<file path="config.mk">
export PLATFORM = sky130hd
export DESIGN_NAME = cordic_hyp_arbiter
export DESIGN_NICKNAME = d
export VERILOG_FILES = /design/src/rtl/cordic_hyp_arbiter.sv
export SDC_FILE = /design/constraint.sdc
export NUM_CORES = 1
export LEC_CHECK = 0
export ABC_CLOCK_PERIOD_IN_PS = 4700
export BUFFER_PORTS_ARGS = -buffer_cell sky130_fd_sc_hd__buf_2
export CORE_UTILIZATION = 35
export CTS_BUF_LIST = sky130_fd_sc_hd__clkbuf_8
export DETAILED_ROUTE_END_ITERATION = 8
export PLACE_DENSITY = 0.5
export RECOVER_POWER = 25
export SYNTH_ARGS = -nofsm -noshare
export SYNTH_HDL_FRONTEND = slang
export SYNTH_SLANG_ARGS = --single-unit
</file>
<file path="constraint.sdc">
create_clock -name clk -period 4.7 [get_ports clk]
set_input_delay 0.47 -clock clk [delete_from_list [all_inputs] [get_ports clk]]
set_output_delay 0.47 -clock clk [all_outputs]
set_load 0.03 [all_outputs]
</file>
<file path="src/rtl/cordic_hyp_arbiter.sv">
// cordic_hyp_arbiter
//   Shares one pipelined hyperbolic CORDIC datapath (exp/ln) between N
//   requesters. Each cycle at most one eligible requester is granted. Its
//   payload is registered into the datapath issue port one cycle later, and
//   its ID travels down a LAT-deep tag pipeline. That pipeline steers the
//   returning result into the requester's response FIFO. A requester is
//   eligible only while in-flight ops plus FIFO occupancy stay below DEPTH.
//   This guarantees every returning result has FIFO space, so the datapath
//   never needs backpressure.
//
//   Optional build macro: CORDIC_ARB_FIXED_PRIO_EN
//     defined   -> fixed priority, lowest index wins, no rotating pointer
//     undefined -> round-robin starting at rr_ptr
//
// Ports
//   clk, rst_n               clock, asynchronous active-low reset
//   req_valid/ready/func     per-requester handshake and function (0 exp, 1 ln)
//   req_a, req_b             per-requester operands, requester i at [i*2W +: 2W]
//   cordic_start/func/a/b    issue port to the shared datapath
//   cordic_valid, cordic_f   result port from the datapath
//   rsp_valid/ready/data     per-requester response FIFO heads
//   err_sync                 sticky flag: cordic_valid disagreed with tag pipeline

module cordic_hyp_arbiter #(
  parameter int N     = 4,
  parameter int W     = 12,
  parameter int LAT   = 15,
  parameter int DEPTH = 4
) (
  input  logic             clk,
  input  logic             rst_n,
  input  logic [N-1:0]     req_valid,
  output logic [N-1:0]     req_ready,
  input  logic [N-1:0]     req_func,
  input  logic [N*2*W-1:0] req_a,
  input  logic [N*2*W-1:0] req_b,
  output logic             cordic_start,
  output logic             cordic_func,
  output logic [2*W-1:0]   cordic_a,
  output logic [2*W-1:0]   cordic_b,
  input  logic             cordic_valid,
  input  logic [2*W-1:0]   cordic_f,
  output logic [N-1:0]     rsp_valid,
  input  logic [N-1:0]     rsp_ready,
  output logic [N*2*W-1:0] rsp_data,
  output logic             err_sync
);

  localparam int IDW = $clog2(N);
  localparam int DW  = 2 * W;
  localparam int PW  = $clog2(DEPTH);
  localparam int CW  = $clog2(DEPTH + 1);

  logic [N-1:0]   eligible;
  logic           grant_valid;
  logic [IDW-1:0] grant_id;
  logic [IDW:0]   cand_sum;
  logic [IDW-1:0] cand;

`ifndef CORDIC_ARB_FIXED_PRIO_EN
  logic [IDW-1:0] rr_ptr_q, rr_ptr_d;
`endif

  logic           start_q, start_d;
  logic           func_q, func_d;
  logic [DW-1:0]  a_q, a_d, b_q, b_d;
  logic [IDW-1:0] issue_id_q, issue_id_d;

  logic [LAT-1:0] tag_valid_q, tag_valid_d;
  logic [IDW-1:0] tag_id_q [LAT];
  logic [IDW-1:0] tag_id_d [LAT];
  logic           ret_valid;
  logic [IDW-1:0] ret_id;

  logic [CW-1:0]  inflight_q [N];
  logic [CW-1:0]  inflight_d [N];
  logic [CW-1:0]  count_q [N];
  logic [CW-1:0]  count_d [N];
  logic [PW-1:0]  wr_ptr_q [N];
  logic [PW-1:0]  wr_ptr_d [N];
  logic [PW-1:0]  rd_ptr_q [N];
  logic [PW-1:0]  rd_ptr_d [N];
  logic [DW-1:0]  mem_q [N][DEPTH];
  logic [DW-1:0]  mem_d [N][DEPTH];

  logic [N-1:0]   issue_hit, ret_hit, pop_hit;
  logic           err_q, err_d;

  // Credits: in-flight ops and buffered results together must leave room for
  // one more result. Gated by rst_n so req_ready reads 0 while in reset.
  always_comb begin
    eligible = '0;
    for (int i = 0; i < N; i++) begin
      eligible[i] = rst_n && req_valid[i] &&
                    (({1'b0, inflight_q[i]} + {1'b0, count_q[i]}) < (CW+1)'(DEPTH));
    end
  end

  // Scan candidates in priority order. In round-robin mode the scan begins at
  // rr_ptr and wraps. The sum is one bit wider so the wrap compare is exact
  // for non power-of-two N.
  always_comb begin
    grant_valid = 1'b0;
    grant_id    = '0;
    cand_sum    = '0;
    cand        = '0;
    for (int k = 0; k < N; k++) begin
`ifdef CORDIC_ARB_FIXED_PRIO_EN
      cand_sum = (IDW+1)'(k);
`else
      cand_sum = {1'b0, rr_ptr_q} + (IDW+1)'(k);
      if (cand_sum >= (IDW+1)'(N)) cand_sum = cand_sum - (IDW+1)'(N);
`endif
      cand = cand_sum[IDW-1:0];
      if (!grant_valid && eligible[cand]) begin
        grant_valid = 1'b1;
        grant_id    = cand;
      end
    end
  end

  always_comb begin
    req_ready = '0;
    if (grant_valid) req_ready[grant_id] = 1'b1;
  end

`ifndef CORDIC_ARB_FIXED_PRIO_EN
  always_comb begin
    rr_ptr_d = rr_ptr_q;
    if (grant_valid) rr_ptr_d = (grant_id == IDW'(N - 1)) ? '0 : grant_id + IDW'(1);
  end
`endif

  // Operands hold their last values between issues.
  always_comb begin
    start_d    = grant_valid;
    func_d     = func_q;
    a_d        = a_q;
    b_d        = b_q;
    issue_id_d = issue_id_q;
    if (grant_valid) begin
      func_d     = req_func[grant_id];
      a_d        = req_a[int'(grant_id)*DW +: DW];
      b_d        = req_b[int'(grant_id)*DW +: DW];
      issue_id_d = grant_id;
    end
  end

  // Stage LAT-1 lines up with cordic_valid, because start visible in cycle c
  // returns in cycle c+LAT.
  always_comb begin
    tag_valid_d[0] = start_q;
    tag_id_d[0]    = issue_id_q;
    for (int s = 1; s < LAT; s++) begin
      tag_valid_d[s] = tag_valid_q[s-1];
      tag_id_d[s]    = tag_id_q[s-1];
    end
  end

  assign ret_valid = tag_valid_q[LAT-1];
  assign ret_id    = tag_id_q[LAT-1];

  // The data push follows the tag pipeline only. cordic_valid is used solely
  // to flag loss of lock-step with the datapath.
  assign err_d = err_q | (ret_valid != cordic_valid);

  always_comb begin
    issue_hit = '0;
    ret_hit   = '0;
    pop_hit   = '0;
    for (int i = 0; i < N; i++) begin
      issue_hit[i] = grant_valid && (grant_id == IDW'(i));
      ret_hit[i]   = ret_valid && (ret_id == IDW'(i));
      pop_hit[i]   = rsp_valid[i] && rsp_ready[i];
    end
  end

  // In-flight is charged at grant time, not at issue time. Otherwise two
  // back-to-back grants could both see a stale credit.
  always_comb begin
    inflight_d = inflight_q;
    count_d    = count_q;
    wr_ptr_d   = wr_ptr_q;
    rd_ptr_d   = rd_ptr_q;
    mem_d      = mem_q;
    for (int i = 0; i < N; i++) begin
      if (issue_hit[i] && !ret_hit[i]) inflight_d[i] = inflight_q[i] + CW'(1);
      if (!issue_hit[i] && ret_hit[i]) inflight_d[i] = inflight_q[i] - CW'(1);
      if (ret_hit[i]) begin
        mem_d[i][wr_ptr_q[i]] = cordic_f;
        wr_ptr_d[i]           = wr_ptr_q[i] + PW'(1);
      end
      if (pop_hit[i]) rd_ptr_d[i] = rd_ptr_q[i] + PW'(1);
      if (ret_hit[i] && !pop_hit[i]) count_d[i] = count_q[i] + CW'(1);
      if (!ret_hit[i] && pop_hit[i]) count_d[i] = count_q[i] - CW'(1);
    end
  end

  // rsp_data is forced to 0 when empty, so FIFO storage needs no reset.
  always_comb begin
    rsp_valid = '0;
    rsp_data  = '0;
    for (int i = 0; i < N; i++) begin
      rsp_valid[i] = (count_q[i] != '0);
      if (rsp_valid[i]) rsp_data[i*DW +: DW] = mem_q[i][rd_ptr_q[i]];
    end
  end

  assign cordic_start = start_q;
  assign cordic_func  = func_q;
  assign cordic_a     = a_q;
  assign cordic_b     = b_q;
  assign err_sync     = err_q;

  always_ff @(posedge clk or negedge rst_n) begin
    if (!rst_n) begin
`ifndef CORDIC_ARB_FIXED_PRIO_EN
      rr_ptr_q <= '0;
`endif
      start_q     <= 1'b0;
      func_q      <= 1'b0;
      a_q         <= '0;
      b_q         <= '0;
      issue_id_q  <= '0;
      tag_valid_q <= '0;
      err_q       <= 1'b0;
      for (int s = 0; s < LAT; s++) tag_id_q[s] <= '0;
      for (int i = 0; i < N; i++) begin
        inflight_q[i] <= '0;
        count_q[i]    <= '0;
        wr_ptr_q[i]   <= '0;
        rd_ptr_q[i]   <= '0;
      end
    end else begin
`ifndef CORDIC_ARB_FIXED_PRIO_EN
      rr_ptr_q <= rr_ptr_d;
`endif
      start_q     <= start_d;
      func_q      <= func_d;
      a_q         <= a_d;
      b_q         <= b_d;
      issue_id_q  <= issue_id_d;
      tag_valid_q <= tag_valid_d;
      err_q       <= err_d;
      tag_id_q    <= tag_id_d;
      inflight_q  <= inflight_d;
      count_q     <= count_d;
      wr_ptr_q    <= wr_ptr_d;
      rd_ptr_q    <= rd_ptr_d;
    end
  end

  always_ff @(posedge clk) begin
    mem_q <= mem_d;
  end

endmodule

</file>
==> flow_summary.ini <==
[drt]
drt_first_iter_violations = 561
antenna_left = 0
drt_wl_total_mm = 56.7
drt_first_pass_iters = 6
drt-vias-per-instance = 4.87
wl_per_cell_um = 21.0
drc_errors = 0
num_vias = 13100

[placed_design]
hpwl_mm = 37.4
io_buffer_count = 385
routabilityCongestion = 0.885
pre_cts_slack_ns = 0.787

[setup_path]
end_kind = primary output
critPathLaunchType = register
arrival_ns = 3.64
crit_path_max_fanout = 35
crit_required_ns = 4.23
worstSetupPathType = register to primary output

[cells_and_area]
fin_nets = 2053
layout-drive-gt1-share = 0.343
fillerInstances = 5744
regArea_mm2 = 0.0150
area_delta_synth_final_pct = 20.4
multiInputGateArea_mm2 = 0.00627

[clock_network]
cts_tree = yes
h-tree-depth = 3
cts_setup_buffers = 0
cts_sinks = 524
clock_path_buffers = 3
numCtsBuffers = 91
cts-root-buf = clkbuf_8
insertion_delay_ns = 0.68
cts.clk_slew.worst_paths_ns = 0.06
post_cts_resized = 0

[global_route]
busiest_layer = met2
grt_overflow_total = 0
grt_use_total = 0.180
gr-usage-met2 = 0.302
grt_pass1_vias = 14000
grt_max_degree = 79
use_met1 = 0.222
grt_pass1_wl_mm = 85.4
antenna_found_initial = 11
grt_use_met3 = 0.0464

[floorplan]
start_util = 0.356
fp.dieH_um = 253
rows = 91
io_pins = 386
core_mm2 = 0.0621
die_x_um = 253
design.die.area_mm2 = 0.0641

[pwr]
clockPowerShare = 0.216
p_switching_mw = 7.07
vdd_ir_drop_max_mv = 0.321
seqPwrFrac = 0.363
p_sw_frac = 0.403
internal_power_mw = 10.5
finalPower_mw = 17.5
powerDensity_mw_per_mm2 = 660
leakage_nw = 10.6
combPwrFrac = 0.421

[timing]
max-slew-margin-rel = 0.214
period_share = 0.875
skew_ns = 0.0305
tightestPinTransition_ns = 1.18
max_freq_ghz = 0.243
hold_viol = 0
setup-tns-final_ns = 0
fin_ws_ns = 0.589
fin_crit_ns = 4.11
setup_viol = 0
finalMaxSlewViolations = 0
rsz0062_at_grt = no

[logic_synthesis]
synth-main-ff-cell = edfxtp_1
synth.most_common_cell = edfxtp_1
yosys.cell_types.count = 41
netlist_area_mm2 = 0.0221
netlist_top_cells_count = edfxtp_1 (384), dfrtp_1 (140), and2_1 (116), mux4_2 (96), inv_1 (89)
synth_edf_count = 384
syn-instance-count = 1351
yosysWarnings = 0
synth_largest_area_cell = edfxtp_1
ys_seq_area_frac = 0.681
synthTopCellsByArea = edfxtp_1 (52%), dfrtp_1 (16%), mux4_2 (9.8%)
yosys_register_bits = 524
synth_top_area_share = 0.522
postSynthAreaPerCell_um2 = 16.3
syn-num-nets = 1626
async_flop_share = 0.267

[status]
status = completed

[job]
drv_cap = 0

[hold_path]
worstHoldPathType = input pin to register
==> repair_timing <==
item                                   in CTS  in global routing
endpoints found under the hold margin      36                  0
hold buffers                                2                  0
setup endpoints to repair                   0                  0
==> stage by stage <==
stage	hold WS, ns	util	area, um2	std cells
6_report	0.106	0.428	26600	2694
5_1_grt	0.0594	0.428	26600	2693
4_1_cts	0.0450	0.428	26600	2686
3_5_place_dp	0.335	0.401	24900	2520
3_3_place_gp	0.331	0.401	24900	2520
2_1_floorplan	0.174	-	22100	1351
==> layout make-up <==
| cell class | instances | share of cell area |
|---|---|---|
| clock buffer | 96 | 0.0497 |
| timing repair buffer | 423 | 0.0827 |
| sequential | 524 | 0.566 |
| antenna | 8 | 0.000753 |
| tap | 837 | 0.0394 |
| inverter | 93 | 0.0133 |
| clock inverter | 68 | 0.0121 |
| multi-input combinational | 645 | 0.236 |
==> worst paths after layout <==
path,start,slack [ns],cells after the start,to
worst max register to register,count_q[2],0.83,15,inflight_q[11]
min in group asynchronous,rst_n,0.29,2,rr_ptr_q[1]
worst min-delay path,req_a[45],0.11,3,cordic_a[21]
worst max-delay path,count_q[2],0.59,11,req_ready[0]
max in group asynchronous,rst_n,2.74,4,cordic_b[2]
worst min register to register,tag_id_d[8],0.34,0,tag_id_d[6]
==> state kept, by name, summed over array words and instances, names as in the netlist <==
register	cells
err_sync	1
issue_id_q	2
mem_q	384
cordic_a	24
cordic_start	1
wr_ptr_q	8
ret_id	2
tag_id_d	28
cordic_func	1
cordic_b	24
rd_ptr_q	8
rr_ptr_q	2
inflight_q	12
count_q	12
tag_valid_q	15
==> routing by layer <==
metal,vias up,wire (um),share of wire
met4,8,1670,0.030
met1,6622,22900,0.40
met5,-,46,0.00081
li1,5951,-,-
met2,431,28800,0.51
met3,115,3320,0.059
==> cells by family (layout without fill, tap and decap cells) <==
logic type,after synthesis,after routing,synth area share
DFF,524,524,0.681
and+or+nand+nor,254,254,0.0667
buffers and inverters,182,680,0.0349
AOI/OAI and AO/OA,159,159,0.0520
muxes,151,151,0.123
adders and majority gates,44,44,0.0277
xor gates and xnor gates,37,37,0.0147
other,0,8,0
==> worst max-delay path: stages (launching register included) <==
cell,delay (ns)
dfrtp_1,0.40
ha_1,0.28
nor4b_1,0.24
and3_1,0.30
o32a_2,0.19
and3_1,0.15
buf_4,0.29
clkinv_4,0.42
ha_1,0.35
nand2_1,0.08
inv_1,0.06
buf_2,0.18
==> cell usage in the layout (no fill, tap or decap), types with 49 or more instances in the layout <==
master	n
a31oi_1	49
and2_1	116
buf_2	363
clkbuf_8	96
dfrtp_1	140
edfxtp_1	384
inv_1	117
mux2i_1	55
mux4_2	96
nand2_1	50
==> power by group through the flow <==
stage	registers, mW	logic (mW)	clock network (mW)
after floorplan	6.65	5.10	0
after global placement	6.43	7.47	0
after detailed placement	6.45	7.54	0
after CTS	6.38	7.55	3.95
after global routing	6.47	8.05	4.14
final	6.37	7.39	3.79
Note: power is estimated with default switching activity, not from simulation.
